### src/rtl/sar_search4.sv
// Four-bit successive-approximation search driving an external magnitude comparator.
// Optional macro SAR_ONEHOT_CHECK_EN: abort with err when comparator feedback is not one-hot.
module sar_search4 (
  input  logic       clk,
  input  logic       rst_n,
  input  logic       start,
  input  logic       gt,
  input  logic       eq,
  input  logic       ls,
  output logic [3:0] guess,
  output logic       busy,
  output logic       done,
  output logic [3:0] result,
  output logic       err
);

  typedef enum logic {IDLE, TRY} state_t;

  state_t      state_q, state_d;
  logic [1:0]  idx_q, idx_d;
  logic [3:0]  guess_q, guess_d;
  logic [3:0]  result_q, result_d;
  logic        done_q, done_d;
  logic        err_q, err_d;

  logic [1:0]  idxM1;
  logic        fbBad;
  logic        endSearch;
  logic [3:0]  endResult;
  logic        endErr;

  assign idxM1 = idx_q - 2'd1;

`ifdef SAR_ONEHOT_CHECK_EN
  assign fbBad = !$onehot({gt, eq, ls});
`else
  assign fbBad = 1'b0;
`endif

  always_ff @(posedge clk) begin
    if (!rst_n) begin
      state_q  <= IDLE;
      idx_q    <= 2'd3;
      guess_q  <= 4'b0000;
      result_q <= 4'b0000;
      done_q   <= 1'b0;
      err_q    <= 1'b0;
    end else begin
      state_q  <= state_d;
      idx_q    <= idx_d;
      guess_q  <= guess_d;
      result_q <= result_d;
      done_q   <= done_d;
      err_q    <= err_d;
    end
  end

  // Without the one-hot check, priority is eq > gt > ls and silence counts as ls.
  always_comb begin
    state_d   = state_q;
    idx_d     = idx_q;
    guess_d   = guess_q;
    result_d  = result_q;
    done_d    = 1'b0;
    err_d     = err_q;
    endSearch = 1'b0;
    endResult = 4'b0000;
    endErr    = 1'b0;

    case (state_q)
      IDLE: begin
        if (start) begin
          state_d = TRY;
          guess_d = 4'b1000;
          idx_d   = 2'd3;
          err_d   = 1'b0;
        end
      end
      TRY: begin
        if (fbBad) begin
          endSearch = 1'b1;
          endErr    = 1'b1;
        end else if (eq) begin
          endSearch = 1'b1;
          endResult = guess_q;
        end else if (gt) begin
          if (idx_q == 2'd0) begin
            endSearch = 1'b1;
            endErr    = 1'b1;
          end else begin
            guess_d[idxM1] = 1'b1;
            idx_d          = idxM1;
          end
        end else begin
          if (idx_q == 2'd0) begin
            endSearch = 1'b1;
            endResult = {guess_q[3:1], 1'b0};
          end else begin
            guess_d[idx_q] = 1'b0;
            guess_d[idxM1] = 1'b1;
            idx_d          = idxM1;
          end
        end
      end
      default: state_d = IDLE;
    endcase

    if (endSearch) begin
      state_d  = IDLE;
      idx_d    = 2'd3;
      guess_d  = 4'b0000;
      result_d = endResult;
      err_d    = endErr;
      done_d   = 1'b1;
    end
  end

  assign guess  = guess_q;
  assign busy   = (state_q == TRY);
  assign done   = done_q;
  assign result = result_q;
  assign err    = err_q;

endmodule

### config.mk
export PLATFORM = sky130hd
export DESIGN_NAME = sar_search4
export DESIGN_NICKNAME = d
export VERILOG_FILES = /design/src/rtl/sar_search4.sv
export SDC_FILE = /design/constraint.sdc
export NUM_CORES = 1
export LEC_CHECK = 0
export ABC_AREA = 1
export CORE_MARGIN = 2
export CORE_UTILIZATION = 49
export DETAILED_ROUTE_END_ITERATION = 12
export PLACE_DENSITY = 0.91
export SLEW_MARGIN = 20
export SYNTH_ARGS = -nofsm -noshare
export SYNTH_HDL_FRONTEND = slang
export SYNTH_SLANG_ARGS = --single-unit
export TNS_END_PERCENT = 5
### constraint.sdc
create_clock -name clk -period 2.1 [get_ports clk]
set_input_delay 0.315 -clock clk [delete_from_list [all_inputs] [get_ports clk]]
set_output_delay 0.315 -clock clk [all_outputs]
set_load 0.01 [all_outputs]
==> reports/metrics.cfg, run 1 <==
[timing]
hold_violations = 0
setup_ws_ns = 0.405
rsz0062_at_grt = no
max_freq_ghz = 0.590
post-route-min-period_ns = 1.70
slew_headroom_pct = 78.4
setup_tns_ns = 0
report.final.slew_viol_count = 0
clock_skew_ns = 0.00135
setup_viol = 0
worstMarginPinSlew_ns = 0.324
period_share_pct = 80.7

[flow_run]
cap_violations = 0

[setup_path]
cp-end-kind = primary output
critPathSlowestCell = clkdlybuf4s50_1
critPathLaunchType = flip-flop
required_ns = 1.78
timing.critical_path.buf_inv = 1
critical_path_class = reg -> out
slowest_delay_ns = 0.60
cp.arrival_ns = 1.38
path_cells = clkdlybuf4s50_1
crit_family = buffers and inverters
cp_max_fo = 7

[placement]
port_buffers = 15
place_ws_ns = 0.409
place_congestion = 0.888
dpl.hpwl_um = 1030
dp.cells = 115

[layout]
drive_gt1_share_pct = 8.65
fin_cells = 119
fin_util_pct = 66.6
syn2layout_area_growth_pct = 29.5
diodes = 0
final_nets = 117

[logic_synthesis]
synth_cell_types = 17
synth_fp_nets = 97
synth-seq-cells = 13
yosys_warnings = 0
synth.yosys.seq_area_share_pct = 39.4
synth_area_um2 = 661
synth_area_per_cell_um2 = 7.77
synth_cells = 85

[floorplanning]
die-area_mm2 = 0.00166
pin_count = 17
start_util_pct = 51.4
die_x_um = 40.7
core_mm2 = 0.00128
rows = 13
die_y_um = 40.7

[route]
viasPerCell = 5.13
routed_wirelength_um = 1390
post_drt_wl_per_cell_um = 11.6
drt_iter0_drc = 9
ant_nets = 0
detail_route.drc_violations = 0
route.met3.wl_um = 103
drtPass1Iterations = 6
wl_met1_um = 608
wl_met2_um = 651
top_layer = met4
vias = 611

[power_and_ir_drop]
p_total_w = 0.000500
pwr_density_cell_mw_per_mm2 = 584
leakagePower_nw = 0.384
peakVddDrop_mv = 0.306

[clock_network]
worstSkewPairLatency_ns = 0.28
tritoncts = yes
cts_resized = 0
cts.path.max_buffers = 2
cts.clk_slew.worst_paths_ns = 0.08
postCtsHoldBufs = 0
root_buffer = clkbuf_4
cts_buffers = 3
postCtsSetupBuffers = 0
clock_sinks = 13
htreeDepth = 1

[global_route]
gr-total-overflow = 0
grtUsageTotal_pct = 19.8
antenna_found_initial = 0
grt_pass1_vias = 539
grt_pass1_wl_um = 2170
grt_max_degree = 8

[min_path]
hp-class = reg -> reg

[run_status]
status = finished, final reports clean

[cells in the mapped netlist]
cell,number,area [um^2]
nand2_1,21,78.8
dfxtp_1,13,260
inv_1,13,48.8
nand3_1,7,35.0
ha_1,6,75.1
a21oi_1,5,25.0
o21ai_0,5,25.0
nor2_1,3,11.3
o21ai_1,3,15.0
nand4_1,2,12.5
inv_2,1,3.75
nand2_4,1,11.3
nor2_2,1,6.26
nor3_4,1,16.3
o211ai_2,1,12.5
o21ai_4,1,16.3
o31ai_1,1,7.51
[area by class of cell]
cell class	instances	area, um^2
Clock buffer	4	26.3
Fill cell	116	429
Inverter	14	52.6
Multi-Input combinational cell	58	348
Sequential cell	13	260
Tap cell	15	18.8
Timing Repair Buffer	15	150
[worst paths after layout]
check	startpoint	end	slack (ns)	cells past startpoint
min	err	err	0.46	2
min reg2reg	err	err	0.46	2
max reg2reg	idx_q[0]	idx_q[0]	0.49	6
max	busy	busy	0.40	1
[layer usage]
layer / vias up / global-route usage (%)
li1: 313 / -
met1: 261 / 25.7
met2: 30 / 29.8
met3: 7 / 4.89
met4: 0 / 10.8
met5: - / 0
[flip-flops by register name, summed over array words and instances (netlist names)]
| register | flops |
|---|---|
| guess | 4 |
| result | 4 |
| idx_q | 2 |
| busy | 1 |
| done | 1 |
| err | 1 |
[cells by family after synthesis]
| family | count (synthesis) | share of synthesized area, % |
|---|---|---|
| adder cells (fa/ha/maj) | 6 | 11.4 |
| AND/OR/NAND/NOR | 36 | 25.9 |
| flip-flops | 13 | 39.4 |
| AO/OA/AOI/OAI | 16 | 15.3 |
| buffers and inverters | 14 | 7.95 |
[report_power, final]
group / switching (W) / leakage [nW] / internal (W)
Clock: 0.0000813 / 0.0150 / 0.0000738
Sequential: 0.00000977 / 0.106 / 0.000255
Combinational: 0.0000459 / 0.263 / 0.0000344
[per-stage QoR]
step	hold WS [ns]	instance area [um^2]
5_1_grt	0.476	856
2_1_floorplan	0.457	661
3_5_place_dp	0.441	830
4_1_cts	0.457	856
6_report	0.455	856
3_3_place_gp	0.431	830
[layout by cell type (no fill, tap or decap)]
| cell | synthesis | routed |
|---|---|---|
| nand2_1 | 21 | 21 |
| clkdlybuf4s50_1 | 0 | 15 |
| inv_1 | 13 | 13 |
| dfxtp_1 | 13 | 13 |
| nand3_1 | 7 | 7 |
| ha_1 | 6 | 6 |
| o21ai_0 | 5 | 5 |
| a21oi_1 | 5 | 5 |
| o21ai_1 | 3 | 3 |
| nor2_1 | 3 | 3 |
| clkbuf_4 | 0 | 3 |
| nand4_1 | 2 | 2 |
| o21ai_4 | 1 | 1 |
| inv_2 | 1 | 1 |
| nand2_4 | 1 | 1 |
| o31ai_1 | 1 | 1 |
| nor2_2 | 1 | 1 |
| nor3_4 | 1 | 1 |
| o211ai_2 | 1 | 1 |
| clkbuf_1 | 0 | 1 |
[worst min-delay path, stage by stage (launching register included)]
cell and delay (ns):
dfxtp_1 0.32, nand2_1 0.06, nand2_1 0.04
No activity file was read; power rests on OpenSTA's default activity.
==> run 2: changes to the inputs <==
- CORE_UTILIZATION: 49 -> 46
- PLACE_DENSITY: 0.91 -> 0.87
- clock period: 2.1 -> 1.7 ns (I/O delays scaled with it)
==> reports/metrics.cfg, run 2 (synthesis results as in run 1) <==
[route]
detail_route.drc_violations = 0  ; unchanged
viasPerCell = 5.30  ; +3.2%
vias = 636  ; +4.1%
routed_wirelength_um = 1450  ; +4.4%
post_drt_wl_per_cell_um = 12.1  ; +3.5%
ant_nets = 0  ; unchanged
drt_iter0_drc = 29  ; +20
drtPass1Iterations = 4  ; -2

[setup_path]
path_cells = clkdlybuf4s50_1
cp-end-kind = primary output
critical_path_class = reg -> out
timing.critical_path.buf_inv = 1  ; unchanged
required_ns = 1.44  ; -0.34 ns
slowest_delay_ns = 0.57  ; -0.03 ns
critPathLaunchType = flip-flop
cp.arrival_ns = 1.29  ; -0.09 ns
critPathSlowestCell = clkdlybuf4s50_1
rrSetupSlack_ns = 0.21  ; -0.28 ns
cp_max_fo = 7  ; unchanged
crit_family = buffers and inverters

[clock_network]
clock_sinks = 13  ; unchanged
tritoncts = yes
htreeDepth = 1  ; unchanged
postCtsHoldBufs = 0  ; unchanged
cts_resized = 0  ; unchanged
cts.path.max_buffers = 2  ; unchanged
root_buffer = clkbuf_4
cts.clk_slew.worst_paths_ns = 0.08  ; about the same
postCtsSetupBuffers = 0  ; unchanged
worstSkewPairLatency_ns = 0.28  ; about the same
cts_buffers = 3  ; unchanged

[timing]
post-route-min-period_ns = 1.54
setup_tns_ns = 0  ; unchanged
report.final.slew_viol_count = 0  ; unchanged
rsz0062_at_grt = no
slew_headroom_pct = 77.4  ; -1.0 points
worstMarginPinSlew_ns = 0.339  ; +0.0150 ns
clock_skew_ns = 0.00438  ; +0.00302 ns
hold_violations = 0  ; unchanged
setup_viol = 0  ; unchanged
max_freq_ghz = 0.649
period_share_pct = 90.7

[flow_run]
cap_violations = 0  ; unchanged

[floorplanning]
die-area_mm2 = 0.00176  ; +5.9%
die_y_um = 41.9  ; +2.9%
start_util_pct = 50.1  ; -1.3 points
core_mm2 = 0.00132  ; +2.5%
pin_count = 17  ; unchanged
die_x_um = 41.9  ; +2.9%
rows = 13  ; unchanged

[min_path]
hp-class = reg -> reg

[global_route]
grt_max_degree = 8  ; unchanged
antenna_found_initial = 0  ; unchanged
grt_pass1_vias = 589  ; +9.3%
grt_pass1_wl_um = 2340  ; +7.6%
grtUsageTotal_pct = 18.1  ; -1.7 points
gr-total-overflow = 0  ; unchanged

[power_and_ir_drop]
leakagePower_nw = 0.388  ; +1.2%
pwr_density_cell_mw_per_mm2 = 728  ; +25%
peakVddDrop_mv = 0.376  ; +23%

[layout]
diodes = 0  ; unchanged
layout_common_cells = 21 x nand2_1, 15 x clkdlybuf4s50_1, 13 x inv_1
final_common_cell = nand2_1
final_nets = 118  ; +0.85%
nFillCells = 110  ; -5.2%
drive_gt1_share_pct = 10.5  ; +1.8 points
fin_util_pct = 65.6  ; -0.98 points
syn2layout_area_growth_pct = 30.9

[placement]
place_congestion = 0.866  ; -2.5%
dpl.hpwl_um = 1080  ; +4.5%
port_buffers = 15  ; unchanged

[run_status]
status = finished, final reports clean

[run 2: cell types whose count changed in the layout (fill, tap and decap cells not counted)]
cell and change:
dfxtp_1 -1, buf_4 +1, dfxtp_2 +1
[run 2: stage by stage]
step	hold slack [ns]	total power [W]	instances	worst slack (ns)	area, um^2
global placement	0.433	0.000430	116	0.190	837
floorplan	0.397	0.000389	85	0.317	661
finish	0.454	0.000629	120	0.158	865
global route	0.488	0.000667	120	0.0893	865
detailed placement	0.440	0.000434	116	0.143	837
CTS	0.463	0.000631	120	0.0379	863
[run 2: final timing paths]
| kind | to | cells after the start | start |
|---|---|---|---|
| max reg2reg | idx_q[1] | 6 | idx_q[0] |
| max | busy | 1 | busy |
| min reg2reg | err | 2 | err |
| min | err | 2 | err |
[run 2: cell type report]
| class | instances | area (um^2) | share of cell area, % |
|---|---|---|---|
| Timing Repair Buffer | 16 | 158 | 18.2 |
| Multi-Input combinational cell | 58 | 348 | 40.2 |
| Clock buffer | 4 | 26.3 | 3.04 |
| Sequential cell | 13 | 262 | 30.2 |
| Tap cell | 15 | 18.8 | 2.17 |
| Inverter | 14 | 52.6 | 6.08 |
[run 2: power breakdown]
group	internal [W]	switching, W	total, W
Sequential	0.000315	0.0000121	0.000327
Combinational	0.0000443	0.0000572	0.000101
Clock	0.0000912	0.000109	0.000200
[run 2: layer usage]
| metal | GRT usage [%] | vias up | routed length [um] |
|---|---|---|---|
| met3 | 6.09 | 8 | 138 |
| li1 | - | 315 | - |
| met5 | 0 | - | 0 |
| met2 | 30.0 | 38 | 683 |
| met4 | 13.5 | 0 | 46 |
| met1 | 18.6 | 275 | 578 |
